File: config.mk
export PLATFORM = sky130hd
export DESIGN_NAME = fetch_stage
export DESIGN_NICKNAME = d
export VERILOG_FILES = /design/src/rtl/fetch_stage.sv
export SDC_FILE = /design/constraint.sdc
export NUM_CORES = 1
export LEC_CHECK = 0
export ABC_CLOCK_PERIOD_IN_PS = 2100
export BUFFER_PORTS_ARGS = -buffer_cell sky130_fd_sc_hd__buf_2
export CAP_MARGIN = 20
export CORE_MARGIN = 1.5
export CORE_UTILIZATION = 44
export CTS_CLUSTER_DIAMETER = 50
export CTS_CLUSTER_SIZE = 8
export DETAILED_ROUTE_END_ITERATION = 6
export PLACE_DENSITY = 0.72
export SLEW_MARGIN = 20
export SYNTH_ARGS = -nofsm -noshare
export SYNTH_HDL_FRONTEND = slang
export SYNTH_SLANG_ARGS = --single-unit
File: constraint.sdc
create_clock -name clk -period 2.1 [get_ports clk]
set_input_delay 0.315 -clock clk [delete_from_list [all_inputs] [get_ports clk]]
set_output_delay 0.315 -clock clk [all_outputs]
set_load 0.01 [all_outputs]
File: src/rtl/fetch_stage.sv
// Instruction-fetch stage: PC, imem addressing and the IF/ID register with decode handshake.
// Optional performance counters are enabled with the FETCH_PERF_CNT_EN macro.
module fetch_stage #(
    parameter logic [31:0] RESET_PC     = 32'h0000_0000,
    parameter int          IMEM_DEPTH   = 256,
    parameter int          HALT_ON_ZERO = 1
) (
    input  logic        clk,
    input  logic        rst,
    output logic [31:0] imem_pc,
    input  logic [31:0] imem_inst,
    output logic        id_valid,
    input  logic        id_ready,
    output logic [31:0] id_inst,
    output logic [31:0] id_pc,
    input  logic        redirect_valid,
    input  logic [31:0] redirect_pc,
    output logic        halted,
    output logic        fetch_err,
    output logic        misalign_err
`ifdef FETCH_PERF_CNT_EN
    ,
    output logic [31:0] perf_fetch_cnt,
    output logic [31:0] perf_stall_cnt
`endif
);

    typedef enum logic [1:0] {BOOT, FETCH, HALT} state_t;

    localparam logic [31:0] DEPTH_W = 32'(IMEM_DEPTH);

    state_t      state_q, state_d;
    logic [31:0] pc_q, pc_d;
    logic        id_valid_q, id_valid_d;
    logic [31:0] id_inst_q, id_inst_d;
    logic [31:0] id_pc_q, id_pc_d;
    logic        fetch_err_q, fetch_err_d;
    logic        misalign_err_q, misalign_err_d;

    logic        advance;
    logic        out_of_range;
    logic        capture;
    logic [31:0] redir_pc;
    logic        redir_mis;

    always_comb begin
        state_d        = state_q;
        pc_d           = pc_q;
        id_valid_d     = id_valid_q;
        id_inst_d      = id_inst_q;
        id_pc_d        = id_pc_q;
        fetch_err_d    = fetch_err_q;
        misalign_err_d = 1'b0;
        capture        = 1'b0;

        advance      = !id_valid_q || id_ready;
        out_of_range = ({2'b00, pc_q[31:2]} >= DEPTH_W);
        redir_pc     = {redirect_pc[31:2], 2'b00};
        redir_mis    = |redirect_pc[1:0];

        case (state_q)
            BOOT: begin
                state_d = FETCH;
                if (redirect_valid) begin
                    pc_d           = redir_pc;
                    misalign_err_d = redir_mis;
                end
            end
            FETCH: begin
                // Redirect wins over stall, halt and range checks: the word at the old pc is dead.
                if (redirect_valid) begin
                    pc_d           = redir_pc;
                    id_valid_d     = 1'b0;
                    misalign_err_d = redir_mis;
                end else if (out_of_range) begin
                    fetch_err_d = 1'b1;
                    state_d     = HALT;
                    if (advance) id_valid_d = 1'b0;
                end else if (advance && (HALT_ON_ZERO != 0) && (imem_inst == 32'h0)) begin
                    id_valid_d = 1'b0;
                    state_d    = HALT;
                end else if (advance) begin
                    capture = 1'b1;
                end
            end
            HALT: begin
                if (redirect_valid) begin
                    pc_d           = redir_pc;
                    id_valid_d     = 1'b0;
                    misalign_err_d = redir_mis;
                    fetch_err_d    = 1'b0;
                    state_d        = FETCH;
                end else if (id_valid_q && id_ready) begin
                    // Drain the last entry; nothing new is fetched while halted.
                    id_valid_d = 1'b0;
                end
            end
            default: state_d = BOOT;
        endcase

        if (capture) begin
            id_inst_d  = imem_inst;
            id_pc_d    = pc_q;
            id_valid_d = 1'b1;
            pc_d       = pc_q + 32'd4;
        end
    end

    always_ff @(posedge clk) begin
        if (rst) begin
            state_q        <= BOOT;
            pc_q           <= RESET_PC;
            id_valid_q     <= 1'b0;
            id_inst_q      <= 32'h0;
            id_pc_q        <= 32'h0;
            fetch_err_q    <= 1'b0;
            misalign_err_q <= 1'b0;
        end else begin
            state_q        <= state_d;
            pc_q           <= pc_d;
            id_valid_q     <= id_valid_d;
            id_inst_q      <= id_inst_d;
            id_pc_q        <= id_pc_d;
            fetch_err_q    <= fetch_err_d;
            misalign_err_q <= misalign_err_d;
        end
    end

    assign imem_pc      = pc_q;
    assign id_valid     = id_valid_q;
    assign id_inst      = id_inst_q;
    assign id_pc        = id_pc_q;
    assign halted       = (state_q == HALT);
    assign fetch_err    = fetch_err_q;
    assign misalign_err = misalign_err_q;

`ifdef FETCH_PERF_CNT_EN
    logic [31:0] fetch_cnt_q, fetch_cnt_d;
    logic [31:0] stall_cnt_q, stall_cnt_d;

    always_comb begin
        fetch_cnt_d = fetch_cnt_q;
        stall_cnt_d = stall_cnt_q;
        if (capture) fetch_cnt_d = fetch_cnt_q + 32'd1;
        if ((state_q == FETCH) && id_valid_q && !id_ready && !redirect_valid)
            stall_cnt_d = stall_cnt_q + 32'd1;
    end

    always_ff @(posedge clk) begin
        if (rst) begin
            fetch_cnt_q <= 32'h0;
            stall_cnt_q <= 32'h0;
        end else begin
            fetch_cnt_q <= fetch_cnt_d;
            stall_cnt_q <= stall_cnt_d;
        end
    end

    assign perf_fetch_cnt = fetch_cnt_q;
    assign perf_stall_cnt = stall_cnt_q;
`endif

endmodule

# == Yosys cells after proc, flatten, opt, wreduce, memory -nomap -nowiden ==
# Cells that the tools add are included.
# op_classes
n_addsub,1
multipliers,0
div,0
magnitude_cmp,1
eq_ne,9
shift,0
n_mux,25
bitwise_logic,2
reduce_logical,17
# op_table
cell,n
$mux W32,3
$add A32 B3 Y32 const B,1
$logic_not A32 Y1,1
$ge A30 B9 Y1 const B,1
$mux W1,15
$ne A5 B5 Y1 const B,2
$mux W2,4
$reduce_and A4 Y1,2
$ne A2 B2 Y1 const B,3
$pmux W2 S3,1
$reduce_bool A2 Y1,3
$reduce_or A3 Y1,2
$ne A4 B2 Y1 const B,1
$pmux W1 S2,2
$ne A3 B3 Y1 const B,1
$reduce_and A3 Y1,1
$reduce_bool A3 Y1,1
$eq A2 B1 Y1 const B,1
$eq A2 B2 Y1 const B,1
$logic_and A1 B1 Y1,2
$logic_not A2 Y1,1
$not A1 Y1,2
$reduce_and A2 Y1,1
$reduce_or A2 Y1,1
other kinds (2),2
# word_totals
regBits,101
latchBits,0
ramBits,0
mem_bits_ro,0
output_inout_bits,100
mem_count,0

# == Logic depth before layout (Yosys ltp) ==
# depth
depth_word,9
ltp_mapped,8

# == Worst setup path after synthesis ==
# No wires, ideal clock.
# synth_path
kind,register -> register
from,reg state_q[0]
to,reg state_q[1]
setup_time_ns,0.115
t_arrival_ns,1.599
required_ns,1.985
path_slack_ns,0.386
path_stages_with_launch,8
cell_sequence,dfxtp_1 -> inv_1 -> ha_1 -> nor2b_1 -> a211o_1 -> nor3_1 -> or3_1 -> o21a_1
# synth_via
elab_chain_cells,3
word_cells_on_any_way,8
classes_between,5 x eq/ne; 1 x mux; 2 x reduce/logical
# synth_rtl
item,line_no,text
"start, declared",32,"state_t state_q, state_d;"
"start signal, assigned",119,state_q <= state_d;
$eq A2 B2 Y1 *,-,
named net halted,18,"output logic halted,"
$ne A2 B2 Y1 (no line),-,
$reduce_and A3 Y1 (no line),-,
# Mark *: on every way through the listed nets, which the timed path passes. The rest lies on a longest branch.
# A chain may end at the register's enable or synchronous reset.

# == Worst setup path after layout ==
# layout_path
from,"reg pc_q[28], in the netlist imem_pc[28]"
to,"reg pc_q[7], in the netlist imem_pc[7]"
# layout_via
elab_chain_cells,6
word_cells_on_any_way,8
classes_between,1 x order compare; 4 x mux; 3 x reduce/logical
# layout_rtl
item,line_no,text
"start, declared",33,"logic [31:0] pc_q, pc_d;"
"start signal, assigned",120,pc_q <= pc_d;
$ge A30 B9 Y1 *,57,"out_of_range = ({2'b00, pc_q[31:2]} >= DEPTH_W);"
$mux W1 *,75,end else if (out_of_range) begin
$mux W1 *,71,if (redirect_valid) begin
$mux W1 *,61,case (state_q)
$reduce_bool A2 Y1 (no line),-,
$reduce_and A2 Y1 (no line),-,
# Every way passes the cells marked *; elsewhere a longest branch is shown, timed or not.

==> flow_summary.toml <==
[detailed_routing]
drtIter0Drc = 111
ant_nets = 0
routed_wl_um = 9401
wl_per_cell_um = 13.15
drc = 0
vias = 3592
avgViaCountPerCell = 5.024
dr.pass1.iters = 5

[synthesis]
ys_ff_latch = 97
yosysSeqAreaShare = 0.5277
synth-edff-count = 0
synthCells = 441
synth_ff_type = "dfxtp_1"
syn_area_sq_mm = 0.003680
synth_cell_types = 46
synthArstFlopShare = 0
yosys_warnings = 0
syn_area_per_cell_sq_um = 8.344

[timing]
period_share = 0.9516
final-setup-viol-count = 0
fmax_mhz = 500.4
rsz0062_at_grt = "false"
worst_slew_pin_slew_ns = 0.5920
final-max-slew-violation-count = 0
slew_headroom = 0.6053
setup_slack_ns = 0.1016
finClkSkew_ns = 0.01011
period_needed_ns = 1.998
final_hold_viol_count = 0

[floorplan]
die_area_sq_mm = 0.008921
num_io_pins = 168
die_y_um = 94.45
rows = 33
initial_core_util = 0.4501
core_area_sq_mm = 0.008175
die_x_um = 94.45

[clocking]
cts.sinks = 97
cts_root_buffer = "clkbuf_8"
ctsHoldBuffers = 0
clk_latency_ns = 0.35
htree_levels = 3
clockBufferDepth = 2
cts_tree = "built"
path_clk_slew_ns = 0.10
cts_inserted_buffers = 9

[place]
pre_cts_ws_ns = -0.06145
dp_hpwl_um = 6972
dpl_cell_area_sq_mm = 0.004669
portBuffers = 163
place_congestion = 0.8732

[cells_and_area]
multiInputGateArea_sq_mm = 0.001610
area_growth_pct = 32.64
fill_cells = 764
n_antenna_cell = 0
stdcell_area_sq_mm = 0.004881
layout.cells.most_common = "buf_2"
regArea_sq_mm = 0.001942
drive_above_1_share = 0.3311
final_nets = 679
mostFrequentLayoutCells = "buf_2 (163), nand2_1 (133), dfxtp_1 (97)"

[setup_path]
crit_required_ns = 2.39
worstPathCellList = "nor4_1, and4_2, o2111ai_4, or4_1, a31oi_1"
crit_path_max_incr_delay_ns = 0.54
arrival_ns = 2.29
end_kind = "flop"
cp_max_fo = 6
startpoint_type = "flop"
crit_slowest_cell = "or4_1"
path_class = "flop to flop"
cpLargestDelayFamily = "simple AND/OR/NAND/NOR gates"
critical_path_buf_inv_count = 0

[global_route]
grt_max_degree = 27
grt_util_met1 = 0.2490
grt.total_usage = 0.2051
grt.busiest_layer = "met2"
overflow = 0
grt_pass1_wl_um = 14720
grt_util_met2 = 0.3543
grt_pass1_vias = 3264
antenna_found_initial = 1
use_met3 = 0.06119

[job]
max_cap_viol_count = 0

[power_and_ir_drop]
p_per_area_mw_per_mm2 = 781.1
leakagePower_uw = 0.002217
ir_drop_mv = 0.4926

[worst_hold_path]
min_path_type = "input pin to flop"

[run_status]
outcome = "finished clean"
==> per-stage QoR <==
stage,power (uW),TNS [ns],instances,util,hold WS (ns)
floorplan,2371,0,444,-,0.4504
global placement,2611,0,699,0.5712,0.4361
detailed placement,2626,-0.9207,699,0.5712,0.4389
CTS,3848,0,715,0.5960,0.1834
global route,4000,0,715,0.5970,0.1850
finish,3812,0,715,0.5970,0.1980
==> tightest hold or removal path, cell delays in order <==
cell     delay [ns]
buf_2          0.10
nand2_1        0.04
a21oi_1        0.05
==> per-layer routing <==
layer  part of all wire  vias to the layer above  wire, um
li1                   -                     1805         -
met2               0.47                      142      4412
met3              0.085                        7       795
met4             0.0067                        0        63
met5                  0                        -         0
met1               0.44                     1638      4130
==> worst paths after layout <==
check / slack (ns) / endpoint / start / cells past startpoint
worst max-delay path: 0.10 / imem_pc[7]$_SDFFE_PP0P_ / imem_pc[28]$_SDFFE_PP0P_ / 5
worst min-delay path: 0.20 / imem_pc[27]$_SDFFE_PP0P_ / redirect_pc[27] / 3
worst max register to register: 0.10 / imem_pc[7]$_SDFFE_PP0P_ / imem_pc[28]$_SDFFE_PP0P_ / 5
worst min register to register: 0.45 / id_inst[13]$_SDFFE_PP0N_ / id_inst[13]$_SDFFE_PP0N_ / 2
==> cells by family (layout without fill, tap and decap cells) <==
kind of cell,count (synthesis),after routing,share of synthesized area
AND/OR/NAND/NOR,211,211,0.2608
adder cells (fa/ha/maj),6,6,0.02040
multiplexers,2,2,0.005780
AO/OA/AOI/OAI,88,88,0.1387
buffers and inverters,36,202,0.04556
flip-flops,97,97,0.5277
other,1,4,0.001019
==> cells in the mapped netlist, drive strengths merged (2+ instances only) <==
| library cell | instances | area [sq um] |
|---|---|---|
| a22oi | 2 | 15.01 |
| nand2b | 2 | 12.51 |
| nor3 | 9 | 45.04 |
| nand4 | 3 | 18.77 |
| nand2 | 133 | 499.2 |
| or3 | 2 | 12.51 |
| inv | 5 | 18.77 |
| nor2b | 3 | 18.77 |
| ha | 6 | 75.07 |
| nor4 | 13 | 81.33 |
| buf | 19 | 103.9 |
| a21oi | 64 | 320.3 |
| nor2 | 13 | 48.80 |
| nand3 | 2 | 10.01 |
| and2 | 24 | 150.1 |
| dfxtp | 97 | 1942 |
| a31oi | 3 | 18.77 |
| o2111a | 2 | 22.52 |
| clkbuf | 12 | 45.04 |
| o31ai | 3 | 22.52 |
==> sequential cells by signal (all words and copies together) (netlist names) <==
signal and flops:
id_inst 32, id_pc 30, imem_pc 30, state_q 2, fetch_err 1, id_valid 1, misalign_err 1
==> timing repair <==
action | CTS | global route
setup endpoints to repair | 0 | 52
hold endpoints to repair | 0 | 0
buffers inserted | 0 | 0
gates resized for setup | 0 | 3
==> final cells by class <==
cell class | count | area share
flip-flops and latches | 97 | 0.3978
well taps | 105 | 0.02692
multi-input cells | 311 | 0.3299
repair buffers | 181 | 0.1999
inverters | 5 | 0.003845
clock buffers | 9 | 0.02538
clock inverters | 7 | 0.01615
==> power by group <==
group	total [uW]	leakage [uW]	switching, uW	internal [uW]
clock network	1230	0.0000925	666	561
registers	1990	0.000788	73.7	1920
logic	596	0.00134	337	259
total	3810	0.00222	1080	2740
(Power assumes the default switching activity.)
